<file path="config.mk">
export PLATFORM = sky130hd
export DESIGN_NAME = sha256_kt_seq_flat
export DESIGN_NICKNAME = d
export VERILOG_FILES = /design/src/rtl/sha256_kt_seq_if.sv /design/src/rtl/sha256_kt_seq.sv /design/src/flat_wrapper.sv
export SDC_FILE = /design/constraint.sdc
export NUM_CORES = 1
export LEC_CHECK = 0
export ABC_AREA = 0
export CAP_MARGIN = 0
export CORE_MARGIN = 8
export CORE_UTILIZATION = 25
export DETAILED_ROUTE_END_ITERATION = 8
export DONT_BUFFER_PORTS = 1
export MAX_ROUTING_LAYER = met4
export SYNTH_ARGS = -nofsm -noshare
export SYNTH_HDL_FRONTEND = slang
export SYNTH_SLANG_ARGS = --single-unit
</file>
<file path="constraint.sdc">
create_clock -name CLK -period 2.1 [get_ports CLK]
set_clock_uncertainty 0.05 [all_clocks]
set_input_delay 0.525 -clock CLK [delete_from_list [all_inputs] [get_ports CLK]]
set_output_delay 0.525 -clock CLK [all_outputs]
set_load 0.03 [all_outputs]
</file>
<file path="src/rtl/sha256_kt_seq_if.sv">
// sha256_kt_seq_if
// Bundles the signals between the block scheduler, the Kt address sequencer
// and the consumers of the round tags.
//   start, n_blocks, stall : scheduler -> sequencer (request, block count, freeze)
//   ready                  : sequencer idle, start will be accepted
//   Kt_en, Kt_t            : Kt memory read enable / address
//   rnd_valid, rnd         : round tag aligned with the Kt memory output
//   rnd_first, rnd_last    : tag is round 0 / round 63
//   blk_last               : tagged round belongs to the final block
//   done                   : one-cycle pulse when the whole request has drained
// master = scheduler side, slave = sequencer side.
interface sha256_kt_seq_if;
    logic       start;
    logic [3:0] n_blocks;
    logic       stall;
    logic       ready;
    logic       Kt_en;
    logic [6:0] Kt_t;
    logic       rnd_valid;
    logic [5:0] rnd;
    logic       rnd_first;
    logic       rnd_last;
    logic       blk_last;
    logic       done;

    modport master (
        output start, n_blocks, stall,
        input  ready, Kt_en, Kt_t, rnd_valid, rnd, rnd_first, rnd_last,
               blk_last, done
    );

    modport slave (
        input  start, n_blocks, stall,
        output ready, Kt_en, Kt_t, rnd_valid, rnd, rnd_first, rnd_last,
               blk_last, done
    );
endinterface

</file>
<file path="src/rtl/sha256_kt_seq.sv">
// sha256_kt_seq
// Walks the Kt constant table once per requested block (7 leading zero slots,
// K0..K63, one trailing zero slot) and emits round tags delayed to line up
// with the registered Kt memory output.
// Ports:
//   CLK  : clock
//   rst  : asynchronous active-high reset
//   bus  : sha256_kt_seq_if.slave (start/n_blocks/stall in; ready, Kt_en,
//          Kt_t, rnd_valid, rnd, rnd_first, rnd_last, blk_last, done out)
module sha256_kt_seq #(
    parameter int N_CYCLES = 72,
    parameter int K_FIRST  = 7,
    parameter int N_ROUNDS = 64,
    parameter int RD_LAT   = 2
) (
    input  logic                 CLK,
    input  logic                 rst,
    sha256_kt_seq_if.slave       bus
);
    localparam int DW = $clog2(RD_LAT + 1);
    localparam logic [6:0]    LAST_T    = 7'(N_CYCLES - 1);
    localparam logic [6:0]    FIRST_T   = 7'(K_FIRST);
    localparam logic [6:0]    END_T     = 7'(K_FIRST + N_ROUNDS);
    localparam logic [DW-1:0] DRN_LAST  = DW'(RD_LAT);

    typedef enum logic [1:0] {IDLE, RUN, DRAIN} state_t;

    typedef struct packed {
        logic       vld;
        logic       last;
        logic [5:0] rnd;
    } tag_t;

    state_t        state_reg, state_next;
    logic [6:0]    t_reg, t_next;
    logic [3:0]    blk_rem_reg, blk_rem_next;
    logic [DW-1:0] drn_reg, drn_next;
    tag_t [RD_LAT-1:0] pipe_reg;

    logic          issue;
    logic [6:0]    t_off;
    tag_t          tag_in;

    // A slot is only issued in RUN and only when not frozen; everything else
    // (idle, drain, stalled cycles) feeds a bubble into the tag pipeline.
    assign issue = (state_reg == RUN) && !bus.stall;
    assign t_off = t_reg - FIRST_T;

    always_comb begin
        tag_in      = '0;
        tag_in.vld  = issue && (t_reg >= FIRST_T) && (t_reg < END_T);
        tag_in.last = tag_in.vld && (blk_rem_reg == 4'd0);
        tag_in.rnd  = tag_in.vld ? t_off[5:0] : 6'd0;
    end

    // State register
    always_ff @(posedge CLK or posedge rst) begin
        if (rst) begin
            state_reg   <= IDLE;
            t_reg       <= '0;
            blk_rem_reg <= '0;
            drn_reg     <= '0;
        end else begin
            state_reg   <= state_next;
            t_reg       <= t_next;
            blk_rem_reg <= blk_rem_next;
            drn_reg     <= drn_next;
        end
    end

    // Tag pipeline advances every cycle regardless of stall, so a frozen
    // issue cycle shows up at the tail as exactly one empty cycle.
    always_ff @(posedge CLK or posedge rst) begin
        if (rst) begin
            pipe_reg <= '0;
        end else begin
            pipe_reg[0] <= tag_in;
            for (int i = 1; i < RD_LAT; i++) begin
                pipe_reg[i] <= pipe_reg[i-1];
            end
        end
    end

    // Next-state logic
    always_comb begin
        state_next   = state_reg;
        t_next       = t_reg;
        blk_rem_next = blk_rem_reg;
        drn_next     = drn_reg;
        unique case (state_reg)
            IDLE: begin
                if (bus.start) begin
                    // A block count of zero still runs one block.
                    blk_rem_next = (bus.n_blocks == 4'd0) ? 4'd0 : bus.n_blocks - 4'd1;
                    t_next       = '0;
                    state_next   = RUN;
                end
            end
            RUN: begin
                if (!bus.stall) begin
                    if (t_reg == LAST_T) begin
                        t_next = '0;
                        if (blk_rem_reg != 4'd0) begin
                            // Next block starts on the very next cycle.
                            blk_rem_next = blk_rem_reg - 4'd1;
                        end else begin
                            drn_next   = '0;
                            state_next = DRAIN;
                        end
                    end else begin
                        t_next = t_reg + 7'd1;
                    end
                end
            end
            DRAIN: begin
                if (drn_reg == DRN_LAST) begin
                    drn_next   = '0;
                    state_next = IDLE;
                end else begin
                    drn_next = drn_reg + 1'b1;
                end
            end
            default: state_next = IDLE;
        endcase
    end

    // Output logic
    always_comb begin
        bus.ready     = (state_reg == IDLE);
        bus.Kt_en     = issue;
        bus.Kt_t      = (state_reg == RUN) ? t_reg : 7'd0;
        bus.done      = (state_reg == DRAIN) && (drn_reg == DRN_LAST);
        bus.rnd_valid = pipe_reg[RD_LAT-1].vld;
        bus.rnd       = pipe_reg[RD_LAT-1].rnd;
        bus.blk_last  = pipe_reg[RD_LAT-1].last;
        bus.rnd_first = pipe_reg[RD_LAT-1].vld && (pipe_reg[RD_LAT-1].rnd == 6'd0);
        bus.rnd_last  = pipe_reg[RD_LAT-1].vld && (pipe_reg[RD_LAT-1].rnd == 6'd63);
    end
endmodule

</file>
<file path="src/flat_wrapper.sv">
// flat-port wrapper written by rule: the top's interface ports become plain ports
module sha256_kt_seq_flat 
#(
    parameter int N_CYCLES = 72,
    parameter int K_FIRST  = 7,
    parameter int N_ROUNDS = 64,
    parameter int RD_LAT   = 2
)
  (CLK, rst, bus_start, bus_n_blocks, bus_stall, bus_ready, bus_Kt_en, bus_Kt_t, bus_rnd_valid, bus_rnd, bus_rnd_first, bus_rnd_last, bus_blk_last, bus_done);
  sha256_kt_seq_if bus_i ();
  input  logic CLK;
  input  logic rst;
  input wire logic [$bits(bus_i.start)-1:0] bus_start;
  input wire logic [$bits(bus_i.n_blocks)-1:0] bus_n_blocks;
  input wire logic [$bits(bus_i.stall)-1:0] bus_stall;
  output wire logic [$bits(bus_i.ready)-1:0] bus_ready;
  output wire logic [$bits(bus_i.Kt_en)-1:0] bus_Kt_en;
  output wire logic [$bits(bus_i.Kt_t)-1:0] bus_Kt_t;
  output wire logic [$bits(bus_i.rnd_valid)-1:0] bus_rnd_valid;
  output wire logic [$bits(bus_i.rnd)-1:0] bus_rnd;
  output wire logic [$bits(bus_i.rnd_first)-1:0] bus_rnd_first;
  output wire logic [$bits(bus_i.rnd_last)-1:0] bus_rnd_last;
  output wire logic [$bits(bus_i.blk_last)-1:0] bus_blk_last;
  output wire logic [$bits(bus_i.done)-1:0] bus_done;
  assign bus_i.start = bus_start;
  assign bus_i.n_blocks = bus_n_blocks;
  assign bus_i.stall = bus_stall;
  assign bus_ready = bus_i.ready;
  assign bus_Kt_en = bus_i.Kt_en;
  assign bus_Kt_t = bus_i.Kt_t;
  assign bus_rnd_valid = bus_i.rnd_valid;
  assign bus_rnd = bus_i.rnd;
  assign bus_rnd_first = bus_i.rnd_first;
  assign bus_rnd_last = bus_i.rnd_last;
  assign bus_blk_last = bus_i.blk_last;
  assign bus_done = bus_i.done;
  sha256_kt_seq #(.N_CYCLES(N_CYCLES), .K_FIRST(K_FIRST), .N_ROUNDS(N_ROUNDS), .RD_LAT(RD_LAT)) u_core (.CLK(CLK), .rst(rst), .bus(bus_i));
endmodule
</file>
; Yosys cells after proc, flatten, opt, wreduce, memory -nomap -nowiden
; Index checks and enable logic that the tools add are counted.
[word_totals]
reg_bits = 31
input_bits = 8
wordCells = 70
out_inout_bits = 20
[classes]
n_eq_ne = 11
n_lt_le_gt_ge = 2
n_reduce_logical = 19
add_sub_neg = 5
mux = 23
[op_table]
columns = operator, count
row1 = 2-to-1 mux 7 bit, 4
row2 = 2-to-1 mux 4 bit, 5
row3 = 2-to-1 mux 2 bit, 9
row4 = one-hot mux 7 bit (2 select lines), 1
row5 = != test 2 bit (second input constant), 5
row6 = AND reduction 5 bit, 2
row7 = zero test 4 bit, 2
row8 = one-hot mux 4 bit (2 select lines), 1
row9 = subtractor 4 x 1 -> 4 bit (second input constant), 2
row10 = adder 7 x 1 -> 7 bit (second input constant), 1
row11 = equality test 7 bit (second input constant), 1
row12 = greater-or-equal comparator 7 x 3 -> 1 bit (second input constant), 1
row13 = logical AND 1 bit, 7
row14 = < comparator 7 bit (second input constant), 1
row15 = equality test 6 bit (second input constant), 1
row16 = zero test 6 bit, 1
row17 = 2-to-1 mux 6 bit, 1
row18 = one-hot mux 2 bit (3 select lines), 1
row19 = subtractor 6 x 3 -> 6 bit (second input constant), 1
row20 = equality test 2 bit (second input constant), 2
row21 = one-hot mux 2 bit (2 select lines), 1
row22 = AND reduction 4 bit, 1
row23 = nonzero test 2 bit, 2
row24 = nonzero test 4 bit, 1
row25 = 6 further kinds, 6

; Depth between registers and ports, before layout
[depth]
ltp_word = 5
depth_mapped = 7
ltp_nobuf = 6

; Least setup slack after synthesis
; OpenSTA, ideal clock, no wires.
[synth_path]
path_type = reg-to-output
from = reg u_core.pipe_reg, in the netlist u_core.bus.rnd_valid
to = out bus_rnd_first
required_ps = 1525
arrival_ps = 2022
path_buffers = 0
path_stages_with_launch = 3
slack_ps = -497
path_cell_list = dfrtp_1 -> or4b_2 -> nor4_1
[synth_via]
elab_chain_cells = 1
[synth_rtl]
columns = element, line
row1 = from (decl), sha256_kt_seq.sv:38  ; tag_t [RD_LAT-1:0] pipe_reg;
row2 = "from (signal, indexed assignment)", sha256_kt_seq.sv:79  ; pipe_reg[i] <= pipe_reg[i-1];
row3 = logical AND 1 bit, sha256_kt_seq.sv:136  ; bus.rnd_first = pipe_reg[RD_LAT-1].vld && (pipe_reg[RD_LAT-1].rnd == 6'd0);
row4 = to (decl), flat_wrapper.sv:21  ; output wire logic [$bits(bus_i.rnd_first)-1:0] bus_rnd_first;
; No other way between the ends.

; Worst setup path in the final report
[layout_path]
from = reg u_core.pipe_reg, in the netlist u_core.bus.rnd[2]
to = out bus_rnd_first
[layout_via]
elab_chain_cells = 2
[layout_rtl]
columns = element, line
row1 = zero test 6 bit, sha256_kt_seq.sv:136
row2 = logical AND 1 bit, sha256_kt_seq.sv:136
; No other way between the ends.

==> run metrics <==
Leak 0.000855 µW; Pins Over Slew Limit 0; power per cell area 1280 nW/µm²; Worst path slowest cell or4b_4; DIE HEIGHT ~100 µm; Site Rows 29; Pre-Repair DR Iteration Count 4; gr usage total 0.0800; ys flop type dfrtp_1; Max-cap violations 0; Hold Crit Class primary input to asynchronous set/reset pin; root buf cell clkbuf_8; RSZ-0062 raised after global routing yes; syn_nets 176; Buf+Inv Stages, Crit Path 1; dpl hpwl roughly 2600 µm; fin crit share 0.997; final WL 3660 µm; drt via density 4.87; number of diodes 0; # hold bufs at CTS 0; crit path DAT 1520 ps; fill cell count 671; area grow syn2layout 16.8%; Num Clock Sinks 31; Max VDD drop about 600 µV; Clock Latency Late Sink 280 ps; CTS Buffer Depth 2; DP Cell Count 245; CP max FO 2; initial antenna violation count 0; cell taking the most area after synthesis dfrtp_1; result of the run complete, no violations; Warnings, synthesis 0; Ports 28; FF+latch area ~780 µm²; relative slew slack 0.683; Final Hold Vio Count 0; count of nets after finishing between 150 and 200; post-synth cell types 52; Worst Setup Path Type flop to output port; port buffer count 0; deepest level of the CTS H-tree 2; Largest register FFs 8; fin cells 254; Initial Util 0.260; area share of the largest cell type after synthesis 0.467; max incr delay on CP approximately 550 ps; largest net degree at the start of global routing 32; CORE AREA 6390 µm²; Data required, critical path 1520 ps; FF-to-FF path depth 6; syn avg cell area 10.0 µm²; Final TNS setup 0 ps; GP Congestion 0.788; Mapped Area 1660 µm²; Final Cell Area 1940 µm²; DRC violations left 0; CTS buffer count 5; Final setup violation count 0; CP top delay family simple AND/OR/NAND/NOR gates; Worst Max-Slew Pin Slew 470 ps; Remaining Overflow, GRT 0; initial DRC count 108; Vias 1238; Post-synth EDFFs 0; final core area utilization 0.304; die area approximately 9500 µm²; Worst setup SP type flop; total power 2480 µW; sequential share of the synthesized area 0.467; Synth area leaders dfrtp_1, buf_4, and2_1; post-synthesis async set-or-reset flop share 1.00; Clk pin slew, worst setup/hold paths 70 ps; number of synthesized register bits 31; critical-path cell list or4b_4 -> nor4_4 -> buf_6; fmax 477 MHz; number of global-route vias before repair roughly 1200; global-route wire length before repair 6150 µm; fin crit period around 2100 ps; Post-Syn Instances 166; Crit path depth 3; area of the multi-input gates around 790 µm²; wire length per cell about 14 µm; DP Area 1800 µm²; DIE WIDTH 97.6 µm; Routed Antenna Nets 0; TritonCTS clock tree done; share of cells above drive strength 1 0.271; CP Capture Type output port
cells by family after synthesis:
| family | synth area share |
|---|---|
| AOI/OAI and AO/OA | 0.171 |
| xor gates and xnor gates | 0.0105 |
| adders and majority gates | 0.0150 |
| buffers and inverters | 0.0737 |
| DFF | 0.467 |
| muxes | 0.0286 |
| and+or+nand+nor | 0.235 |
report_power, final:
group	internal, µW	leakage (µW)	switching (µW)
registers	784	0.000399	259
logic	354	0.000395	475
clock network	384	0.0000612	228
total	1520	0.000855	962
stage by stage:
stage	worst slack, ps	hold slack, ps
after floorplan	1.78	281
after global placement	132	284
after detailed placement	119	285
after CTS	-17.2	167
after global routing	-73.6	202
final	5.67	156
layout by cell type (no fill, tap or decap), types with 3 or more instances in the layout:
cell type | Yosys | routed
dfrtp_1 | 31 | 31
buf_4 | 8 | 16
nor2_1 | 14 | 13
nand3_1 | 10 | 10
o21ai_0 | 8 | 8
nand2_1 | 8 | 8
a21oi_1 | 7 | 7
inv_1 | 6 | 6
and2_2 | 0 | 6
clkbuf_8 | 0 | 6
nand2b_1 | 4 | 4
a21o_1 | 4 | 4
nor3_1 | 3 | 3
and2_1 | 9 | 3
a22o_1 | 3 | 3
final timing paths:
path | startpoint | endpoint | slack (ps)
setup / recovery | u_core.bus.rnd[2] | bus_rnd_first | 6
hold / removal | rst | u_core.blk_rem_reg[1] | 160
setup reg to reg | u_core.blk_rem_reg[0] | u_core.blk_rem_reg[1] | 190
hold reg to reg | u_core.pipe_reg[1] | u_core.bus.rnd[1] | 300
max in group asynchronous | rst | u_core.bus.rnd[2] | 1560
min in group CLK | u_core.pipe_reg[1] | u_core.bus.rnd[1] | 300
area by class of cell:
| class | count | area share |
|---|---|---|
| clock inverters | 2 | 0.0180 |
| multi-input cells | 114 | 0.409 |
| inverters | 7 | 0.0135 |
| flip-flops and latches | 31 | 0.399 |
| clock buffers | 6 | 0.0425 |
| repair buffers | 17 | 0.0677 |
| well taps | 77 | 0.0496 |
cells in the mapped netlist (3+ instances only):
cell type	number
o21ai_0	8
buf_2	4
nor3_1	3
a21o_1	4
a21oi_1	7
and2_1	9
dfrtp_1	31
nand2_1	8
inv_1	6
and3_1	3
nand3_1	10
nor2_1	14
buf_4	8
nand2b_1	4
a22o_1	3
layer usage:
layer / part of all wire / global-route usage / vias to the layer above
li1: - / - / 601
met1: 0.47 / 0.102 / 588
met2: 0.45 / 0.114 / 49
met3: 0.081 / 0.0363 / 0
met4: 0 / 0.0140 / 0
met5: 0 / - / -
repair_timing:
item,CTS,global route
setup endpoints to repair,1,9
gates cloned,0,0
resized for setup,1,9
setup buffers,1,0
Note: power is estimated with default switching activity, not from simulation.
